### src/rtl/nic_fifo.sv
// rtl/nic_fifo.sv - NIC between a PE and its router, with input/output packet FIFOs
// Ring buffer shared by both directions; pointers wrap at DEPTH so non-power-of-two depths work.
module nic_fifo_ring #(
   parameter int DEPTH = 4,
   parameter int W     = 64
) (
   input  logic         clk,
   input  logic         reset,
   input  logic         push,
   input  logic         pop,
   input  logic [W-1:0] wdata,
   output logic [W-1:0] head,
   output logic [7:0]   count
);
   localparam int PW = (DEPTH > 1) ? $clog2(DEPTH) : 1;

   logic [W-1:0]  mem [0:(1<<PW)-1];
   logic [PW-1:0] rd_ptr;
   logic [PW-1:0] wr_ptr;

   function automatic logic [PW-1:0] ptr_next(input logic [PW-1:0] p);
      return (p == PW'(DEPTH - 1)) ? '0 : p + PW'(1);
   endfunction

   always_ff @(posedge clk or negedge reset) begin
      if (!reset) begin
         rd_ptr <= '0;
         wr_ptr <= '0;
         count  <= '0;
      end else begin
         if (push) wr_ptr <= ptr_next(wr_ptr);
         if (pop)  rd_ptr <= ptr_next(rd_ptr);
         if (push && !pop)
            count <= count + 8'd1;
         else if (pop && !push)
            count <= count - 8'd1;
      end
   end

   // Contents need no reset: head is only consumed while count is non-zero.
   always_ff @(posedge clk) begin
      if (push) mem[wr_ptr] <= wdata;
   end

   assign head = mem[rd_ptr];
endmodule

module nic_fifo #(
   parameter int DATA_W    = 64,
   parameter int IN_DEPTH  = 4,
   parameter int OUT_DEPTH = 4,
   parameter int VC_BIT    = 63
) (
   input  logic              clk,
   input  logic              reset,
   input  logic              nicEn,
   input  logic              nicWrEN,
   input  logic [1:0]        addr,
   input  logic [DATA_W-1:0] d_in,
   output logic [DATA_W-1:0] d_out,
   input  logic              net_si,
   output logic              net_ri,
   input  logic [DATA_W-1:0] net_di,
   input  logic              net_ro,
   input  logic              net_polarity,
   output logic              net_so,
   output logic [DATA_W-1:0] net_do
);
   logic              pe_rd, pe_wr;
   logic              in_push, in_pop, out_push, out_pop;
   logic [7:0]        in_count, out_count;
   logic [DATA_W-1:0] in_head, out_head;
   logic              in_empty, out_empty, out_full;
   logic              in_underflow, out_overflow;
   logic              uf_set, uf_clr, ov_set, ov_clr;

   assign pe_rd     = nicEn && !nicWrEN;
   assign pe_wr     = nicEn && nicWrEN;
   assign in_empty  = (in_count == 8'd0);
   assign out_empty = (out_count == 8'd0);
   assign out_full  = (out_count == 8'(OUT_DEPTH));
   assign net_ri    = (in_count != 8'(IN_DEPTH));

   assign in_push  = net_si && net_ri;
   assign in_pop   = pe_rd && (addr == 2'b00) && !in_empty;
   assign out_push = pe_wr && (addr == 2'b10) && !out_full;
   // A head on the wrong VC phase stalls the whole queue; there is no bypass.
   assign out_pop  = !out_empty && net_ro && (out_head[VC_BIT] == net_polarity);

   assign uf_set = pe_rd && (addr == 2'b00) && in_empty;
   assign uf_clr = pe_rd && (addr == 2'b01);
   assign ov_set = pe_wr && (addr == 2'b10) && out_full;
   assign ov_clr = pe_rd && (addr == 2'b11);

   nic_fifo_ring #(.DEPTH(IN_DEPTH), .W(DATA_W)) u_in_fifo (
      .clk   (clk),
      .reset (reset),
      .push  (in_push),
      .pop   (in_pop),
      .wdata (net_di),
      .head  (in_head),
      .count (in_count)
   );

   nic_fifo_ring #(.DEPTH(OUT_DEPTH), .W(DATA_W)) u_out_fifo (
      .clk   (clk),
      .reset (reset),
      .push  (out_push),
      .pop   (out_pop),
      .wdata (d_in),
      .head  (out_head),
      .count (out_count)
   );

   // Set beats a same-cycle status-read clear so no error event is lost.
   always_ff @(posedge clk or negedge reset) begin
      if (!reset) begin
         in_underflow <= 1'b0;
         out_overflow <= 1'b0;
      end else begin
         in_underflow <= uf_set || (in_underflow && !uf_clr);
         out_overflow <= ov_set || (out_overflow && !ov_clr);
      end
   end

   always_ff @(posedge clk or negedge reset) begin
      if (!reset) begin
         net_so <= 1'b0;
         net_do <= '0;
      end else begin
         net_so <= out_pop;
         if (out_pop) net_do <= out_head;
      end
   end

   always_comb begin
      d_out = '0;
      if (pe_rd) begin
         case (addr)
            2'b00: if (!in_empty) d_out = in_head;
            2'b01: begin
               d_out[0]   = !in_empty;
               d_out[8:1] = in_count;
               d_out[9]   = in_underflow;
            end
            2'b11: begin
               d_out[0]   = out_full;
               d_out[8:1] = out_count;
               d_out[9]   = out_overflow;
            end
            default: d_out = '0;
         endcase
      end
   end
endmodule

### config.mk
export PLATFORM = sky130hd
export DESIGN_NAME = nic_fifo
export DESIGN_NICKNAME = d
export VERILOG_FILES = /design/src/rtl/nic_fifo.sv
export SDC_FILE = /design/constraint.sdc
export NUM_CORES = 1
export LEC_CHECK = 0
export ABC_CLOCK_PERIOD_IN_PS = 10700
export CORE_MARGIN = 5
export CORE_UTILIZATION = 30
export DETAILED_ROUTE_END_ITERATION = 6
export GPL_ROUTABILITY_DRIVEN = 0
export SYNTH_ARGS = -nofsm -noshare
export SYNTH_HDL_FRONTEND = slang
export SYNTH_HIERARCHICAL = 1
export SYNTH_SLANG_ARGS = --single-unit
### constraint.sdc
create_clock -name clk -period 10.7 [get_ports clk]
set_clock_uncertainty 0.2 [all_clocks]
set_input_delay 1.07 -clock clk [delete_from_list [all_inputs] [get_ports clk]]
set_output_delay 1.07 -clock clk [all_outputs]
set_load 0.01 [all_outputs]
; Yosys cells after proc, flatten, opt, wreduce, memory -nomap -nowiden
; Memory sizes are Yosys's and may differ from the RTL's.
; Cells that the tools add are included.
[totals]
mem_count = 2
ram_bits = 512
regBits = 91
elab_cells = 82
input_bits = 137
output_inout_bits = 130
[classes]
muxes = 16
n_eq_ne = 10
n_reduce_logical = 36
n_addsub = 8
[mem_list]
columns = name, words, width, read_ports, rd_ports_with_merged_regs, wr, line_no
row1 = u_in_fifo.mem, 4, 64, 1, 0, 1, 17  ; logic [W-1:0] mem [0:(1<<PW)-1];
row2 = u_out_fifo.mem, 4, 64, 1, 0, 1, 17
[op_table]
columns = operator, n
row1 = 2-to-1 mux 64 bit, 2
row2 = 2-to-1 mux 54 bit, 1
row3 = 2-to-1 mux 8 bit, 4
row4 = case mux 10 bit (3 select lines), 1
row5 = logical AND 1 bit, 19
row6 = "adder 8 x 1 -> 8 bit, second input constant", 2
row7 = logical NOT 8 bit, 2
row8 = "subtractor 8 x 1 -> 8 bit, second input constant", 2
row9 = "== test 2 bit, second input constant", 6
row10 = logical NOT 1 bit, 10
row11 = "adder 2 x 1 -> 2 bit, second input constant", 4
row12 = "== test 8 x 3 -> 1 bit, second input constant", 1
row13 = 2-to-1 mux 2 bit, 4
row14 = "!= test 8 x 3 -> 1 bit, second input constant", 1
row15 = 2-to-1 mux 1 bit, 4
row16 = nonzero test 2 bit, 2
row17 = "== test 2 x 1 -> 1 bit, second input constant", 1
row18 = logical NOT 2 bit, 1
row19 = logical OR 1 bit, 2
row20 = == test 1 bit, 1

; Logic depth before layout (Yosys ltp)
[depth]
word_depth = 7
mapped_depth = 16
ltp_nobuf = 13

; Modules after synthesis
; The synthesis kept the hierarchy.
[modules_own_cells]
columns = mod, n_inst, cells_each, area_each_um2
row1 = nic_fifo_ring at u_out_fifo, 1, 423, 10093.4
row2 = nic_fifo_ring at u_in_fifo, 1, 423, 10083.4
row3 = nic_fifo, 1, 248, 3417.0

; Worst setup path before layout
; No wires, ideal clock.
[synth_timing]
kind = in2reg
from = input port addr[1]
to = memory u_out_fifo.mem[1][0] (enable)
setup_ns = 0.429
setup_slack_ns = 6.214
arrival_time_ns = 3.857
cell_stages = 5
n_path_buf = 2
path_cell_list = clkbuf_1 > buf_2 > nand3_1 > nor3b_1 > and2_1
[synth_via]
elab_chain_cells = 5
[synth_rtl]
columns = element, line_no
row1 = from (decl), 58  ; input logic [1:0] addr,
row2 = == test 2 bit, 86  ; assign out_push = pe_wr && (addr == 2'b10) && !out_full;
row3 = logical AND 1 bit (2 in a row), 86
row4 = net out_push, 70  ; logic in_push, in_pop, out_push, out_pop;
row5 = 2-to-1 mux 1 bit, 42  ; if (push) mem[wr_ptr] <= wdata;
row6 = 2-to-1 mux 1 bit (not written as such), 42
row7 = to (decl), 17
; The timed path passes the listed nets, and every way through them passes these cells.

; Worst setup path in the final report
[layout_timing]
from = register u_in_fifo.rd_ptr[0]
to = output port d_out[0]
[layout_via]
elab_chain_cells = 4
[layout_rtl]
columns = element, line_no
row1 = from (decl), 18  ; logic [PW-1:0] rd_ptr;
row2 = from (signal assigned), 32  ; if (pop) rd_ptr <= ptr_next(rd_ptr);
row3 = memory (4 x 64 bit), --
row4 = net in_head[0], 72  ; logic [DATA_W-1:0] in_head, out_head;
row5 = 2-to-1 mux 64 bit, 140  ; 2'b00: if (!in_empty) d_out = in_head;
row6 = case mux 10 bit (3 select lines), 139  ; case (addr)
row7 = 2-to-1 mux 64 bit, 138  ; if (pe_rd) begin
row8 = to (decl), 60  ; output logic [DATA_W-1:0] d_out,
; The timed path passes the listed nets, and every way through them passes these cells.

==> run metrics <==
Worst Tran Pin Value between 1000 and 1500 ps; gr usage total 0.121; CP Capture Type output port; Routed Antenna Nets 0; Post-Syn Area 0.0236 mm²; reg2reg start u_out_fifo/rd_ptr[0]$_DFFE_PN0P_; most frequent cell after synthesis edfxtp_1; grt met1 use 0.154; total wire length between 50000 and 60000 µm; Slew HR 0.287; grt ovf 0; Reg2Reg Setup Slack ~6000 ps; post-CTS setup repair buffer count 0; r2r worst-path depth 13; placed cell areas 0.0274 mm²; Sw Share 0.285; largest net degree at the start of global routing between 60 and 70; ys flop type edfxtp_1; Most Used Layer, Global Route met2; root buf cell clkbuf_16; routing usage on met3 0.0280; WP data required 9430 ps; IO Count approximately 270; starting density of the core 0.304; RSZ-0062 raised after global routing no; DP Worst Slack 5370 ps; CTS buffer count 69; first-pass GRT wire length 78400 µm; TritonCTS clock tree built; crit path max-delay cell type buf_4; post-route insts no fill ~2500; Clock power frac 0.302; vias in the first global route about 12000; Critical Path Start Type flop; Longest Clk Path Bufs 3; Netlist cell types 45; Syn Area/Cell 21.6 µm²; Synth top area share 0.652; Synth-to-Final Area Change 25.7%; cell chain of the critical path buf_4, mux4_2, nor2_1, a2111o_1, o21ai_0, clkdlybuf4s50_1; CP Class reg -> out; vias per cell 4.53; share of power burned in registers 0.423; outcome finished, final reports clean; Worst-Skew Late Latency 600 ps; sequential-to-total area share from yosys stat 0.748; DR vias about 11000; final worst path period share 0.462; drt wl/cell 20.8 µm; post-synthesis cell count between 1000 and 1500; min cycle time layout 4950 ps; post-route cell area 0.0296 mm²; most frequent cells after synthesis edfxtp_1 (512), mux4_2 (128), dfrtp_1 (91); fmax 202 MHz; DIE HEIGHT 290 µm; synth top area cells edfxtp_1 (65%), mux4_2 (12%), dfrtp_1 (9.7%); Chip Width 290 µm; Cells after DPL 2367; combinational share of power 0.275; arrival time worst endpoint 3680 ps; synthesis-stage register bit count 603; internal power 5.43 mW; HPWL Detailed 31800 µm; First-pass DRT Iterations 4; CTS Sinks 603; floorplan core area between 0.07 and 0.08 mm²; CTS resizes 0; Max Slew Vio Count 0; P_leak approximately 10 nW; htree depth 3; pwr dens 256 mW/mm²; Net Count, Synth 1257; Max Cap Viol 0; biggest cell delay along the critical path 780 ps; Post-synth EDFFs a little over 500; initial antenna violation count 3; setup violators final 0; setup ws final between 5000 and 6000 ps; Total Nets Final between 1500 and 2000; NetSw 2.16 mW; global routing usage on met2 0.208; endpoints failing hold 0; die footprint 0.0844 mm²; DRC 0; reg2reg end u_out_fifo/count[7]$_DFFE_PN0P_; synth warn 6; port buffer count 266; First DRT Iteration DRCs 577; asr flop ratio synth 0.151; total negative slack 0 ps; Peak supply drop 0.123 mV; Max Fanout on Critical Path 42; Hold Buf Count CTS 0; worst min-delay path class in -> async; layout cells sized above 1 0.239; clock-pin slew on the worst setup and hold paths approximately 60 ps; cell accounting for the most synthesized area edfxtp_1; Site Rows 102
[power groups by stage]
stage          Sequential (mW)  Clock (mW)  Combinational [mW]
2_1_floorplan             3.21           0                1.40
4_1_cts                   3.23        2.38                2.15
3_3_place_gp              3.26           0                2.11
5_1_grt                   3.26        2.47                2.26
3_5_place_dp              3.27           0                2.15
6_report                  3.21        2.29                2.09
[cell families (layout without fill, tap and decap cells)]
logic type	after synthesis	in the layout	share of synthesized area
DFF	603	603	0.748
muxes	209	209	0.168
and+or+nand+nor	115	115	0.0280
AOI/OAI and AO/OA	65	65	0.0206
buffers and inverters	63	424	0.0155
adders and majority gates	26	26	0.0144
xor gates and xnor gates	13	13	0.00483
other	0	3	0
[through the flow]
stage / total power [mW] / hold WS, ps / utilization
2_1_floorplan: 4.61 / 291 / -
3_3_place_gp: 5.37 / 291 / 0.352
3_5_place_dp: 5.42 / 292 / 0.352
4_1_cts: 7.75 / 270 / 0.381
5_1_grt: 8.00 / 293 / 0.381
6_report: 7.59 / 279 / 0.381
[critical path, delay by kind of cell, from the launching register on]
| family | cells | cell delay, ps |
|---|---|---|
| buffers and inverters | 2 | 1350 |
| AOI/OAI and AO/OA | 2 | 430 |
| and+or+nand+nor | 1 | 50 |
| muxes | 1 | 410 |
| DFF | 1 | 760 |
[worst max-delay path by stage]
stage                                         start                               to  cells after the start
detailed placement                          addr[1]  u_out_fifo/count[7]$_DFFE_PN0P_                     11
finish              u_in_fifo/rd_ptr[0]$_DFFE_PN0P_                         d_out[0]                      6
global route        u_in_fifo/rd_ptr[0]$_DFFE_PN0P_                         d_out[0]                      6
floorplan                                   addr[1]   u_out_fifo/mem[1][0]$_DFFE_PP_                      5
global placement                            addr[1]  u_out_fifo/count[7]$_DFFE_PN0P_                     11
CTS                 u_in_fifo/rd_ptr[0]$_DFFE_PN0P_                         d_out[0]                      6
[flip-flops by register name, summed over array words and instances, names as in the netlist, 8 cells and up]
register          cells
net_do               64
u_out_fifo/mem      256
u_out_fifo/count      8
u_in_fifo/mem       256
u_in_fifo/count       8
[per-layer routing]
layer | routed length [µm] | vias to the layer above
met4 | 1000 | 0
met5 | 0 | -
met2 | 26700 | 262
met1 | 21600 | 5930
met3 | 2580 | 66
li1 | - | 5057
[cell type report]
cell class	instances	area, µm²
fill	7000	48100
sequential	603	17700
multi-input combinational	428	5590
timing repair buffer	281	2770
clock buffer	87	1810
tap	1040	1300
clock inverter	41	439
inverter	15	56.3
antenna	3	7.51
[placed cells by master (no fill, tap or decap), types with 15 or more instances in the layout]
cell	instances
clkdlybuf4s50_1	265
ha_1	24
dfrtp_1	87
and2_1	55
mux4_2	128
inv_1	15
mux2_4	51
edfxtp_1	512
o21ai_0	21
buf_4	16
mux2_2	21
clkbuf_16	69
clkbuf_1	16
nand2_1	21
(Power assumes the default switching activity.)
==> RTL change (same settings) <==
`IN_DEPTH`: 4 -> 8.
--- a/src/rtl/nic_fifo.sv
+++ b/src/rtl/nic_fifo.sv
@@ -49,3 +49,3 @@
    parameter int DATA_W    = 64,
-   parameter int IN_DEPTH  = 4,
+   parameter int IN_DEPTH  = 8,
    parameter int OUT_DEPTH = 4,
Check against the original RTL: no difference found for any inputs over 4 cycles, from zero or initial values and one cycle with reset low; that may be too few to reach the edited logic, so the function may still have changed.
==> RTL change against the original RTL <==
Non-clock buffer count up 14; critical endpoint is now d_out[51]; largest cell class unchanged; die area is 41% higher; via count is 39% higher; sequential power grew 41%; area after synthesis rose by 43%; setup slack worse by 1.3 ns; largest power group unchanged; sequential share of layout area grew 2.0 points; critical path type unchanged; clock power up 41%; synthesized cell count rose by 38%; routed wire length rose by 47%; power rose by 38%; design area increased by 39%; highest routed layer unchanged; global-route usage grew 0.48 points; sequential cell count is 258 higher.
==> RTL change: results (changes against the original RTL) <==
[clocking]
clk_pin_slew_worst_paths_ns=0.06  ; about the same
cts_resized=0  ; unchanged
clk_path_buf_depth=3  ; unchanged
cts_root_buf=clkbuf_16  ; unchanged
numCtsBuffers=93  ; was 69
clk_latency_ns=0.68  ; was 0.60 ns

[critical_path]
crit_fanout=52  ; was 42
slowest_delay_ns=1.09  ; was 0.78 ns
arrival_ns=4.99  ; was 3.68 ns
cp_slowest_cell=dfrtp_4  ; was buf_4

[drt]
dr.pass1.iters=4  ; unchanged
wirelength_um=76300  ; was 51900 um
vias=15800  ; was 11300
drt-initial-drc-count=942  ; was 577

[power_and_ir_drop]
vdd_drop_max_mv=0.151  ; was 0.123 mV
p_switching_mw=2.89  ; was 2.16 mW
p_leak_nw=13.5  ; was 10.0 nW

[global_route]
groute.usage.overall=0.126  ; was 0.121
grt_max_degree=68  ; was 67
grt_pass1_vias=17200  ; was 12100
grt_antenna_before_repair=11  ; was 3
grt_pass1_wl_um=114000  ; was 78400 um

[synth]
async_reset_ff_frac=0.108  ; was 0.151
yosys-top-cells-count=edfxtp_1 (768), mux4_2 (192), dfrtp_1 (93)  ; was edfxtp_1 (512), mux4_2 (128), dfrtp_1 (91)
ys_top_cells_by_area=edfxtp_1 (68%), mux4_2 (13%), dfrtp_1 (6.9%), mux2_2 (2.9%), mux2_4 (2.2%)  ; was edfxtp_1 (65%), mux4_2 (12%), dfrtp_1 (9.7%), mux2_4 (3.2%), and2_1 (1.7%)
synth_cell_type_count=53  ; was 45
syn-num-nets=1676  ; was 1257
ys_seq_area_frac=0.754  ; was 0.748
synth-edff-count=768  ; was 512

[placed_design]
post_dp_cell_area_um2=38100  ; was 27400 um2
hpwl_um=44000  ; was 31800 um
pre_cts_ws_ns=4.93  ; was 5.37 ns

[timing]
worst_pin_slew_ns=1.10  ; was 1.07 ns

[finish]
drive_above_1_share=0.277  ; was 0.239
finalNetCount=1996  ; was 1561
top_regs=u_in_fifo/mem (512), u_out_fifo/mem (256), net_do (64)  ; was u_in_fifo/mem (256), u_out_fifo/mem (256), net_do (64)

[outcome]
status=finished, final reports clean  ; unchanged

[worst_hold_path]
hold_class=reg -> reg  ; was in -> async

## RTL change: cell types whose count changed in the layout (fill, tap and decap cells not counted), moves of 5 or more
cell,unedited run,this run
buf_4,16,30
bufinv_16,4,10
clkbuf_16,69,94
clkinv_1,11,17
diode_2,3,11
edfxtp_1,512,768
mux2_2,21,87
mux4_2,128,192
nor2_4,0,6
o21ai_0,21,16
## RTL change: worst reg2reg max path: cells and delay by family (launching register included)
family	cells	cell delay (ns)
fa+ha+maj	2	0.60
simple gates	1	0.10
flops	1	0.85
xor+xnor	1	0.55
compound gates	4	1.29
buf+inv	3	0.59
mux	2	0.99
## RTL change: logic make-up (layout without fill, tap and decap cells)
family / after synthesis / after routing / synth area share
adders and majority gates: 26 / 26 / 0.0101
DFF: 861 / 861 / 0.754
buffers and inverters: 84 / 480 / 0.0147
other: 0 / 11 / 0
xor gates and xnor gates: 10 / 10 / 0.00260
muxes: 339 / 339 / 0.183
AOI/OAI and AO/OA: 66 / 66 / 0.0147
and+or+nand+nor: 127 / 127 / 0.0217
## RTL change: per-layer routing
layer / share of wire / wire length, um / global-route usage
met1: 0.43 / 32700 / 0.165
met2: 0.50 / 38100 / 0.209
met3: 0.053 / 4040 / 0.0311
met4: 0.019 / 1490 / 0.0388
met5: 0 / 0 / 0
## RTL change: path summary, 6_finish.rpt
path / startpoint / end / slack (ns) / cells past startpoint
max: u_in_fifo/rd_ptr[0]$_DFFE_PN0P_ / d_out[51] / 4.44 / 6
max in group asynchronous: reset / u_out_fifo/rd_ptr[0]$_DFFE_PN0P_ / 8.64 / 2
min: net_do[33]$_DFFE_PN0P_ / net_do[33]$_DFFE_PN0P_ / 0.30 / 1
min reg2reg: net_do[33]$_DFFE_PN0P_ / net_do[33]$_DFFE_PN0P_ / 0.30 / 1
min in group asynchronous: reset / net_do[2]$_DFFE_PN0P_ / 0.36 / 1
max reg2reg: u_out_fifo/rd_ptr[0]$_DFFE_PN0P_ / u_out_fifo/count[7]$_DFFE_PN0P_ / 5.45 / 13
## RTL change: layout make-up
class,count,area [um2]
Clock inverter,57,683
Timing Repair Buffer,295,2880
Sequential cell,861,25400
Inverter,14,52.6
Antenna cell,11,27.5
Tap cell,1500,1880
Fill cell,10200,70800
Multi-Input combinational cell,568,7870
Clock buffer,114,2470
## RTL change: stage by stage
stage / utilization / instances
after floorplan: - / 1513
after global placement: 0.340 / 3238
after detailed placement: 0.340 / 3238
after CTS: 0.368 / 3409
after global routing: 0.368 / 3414
final: 0.368 / 3420
## RTL change: power by group through the flow
stage	Sequential, mW	Combinational, mW	Clock, mW
finish	4.52	2.68	3.23
CTS	4.54	2.75	3.33
floorplan	4.48	1.89	0
global placement	4.58	2.69	0
global route	4.59	2.88	3.49
detailed placement	4.60	2.74	0
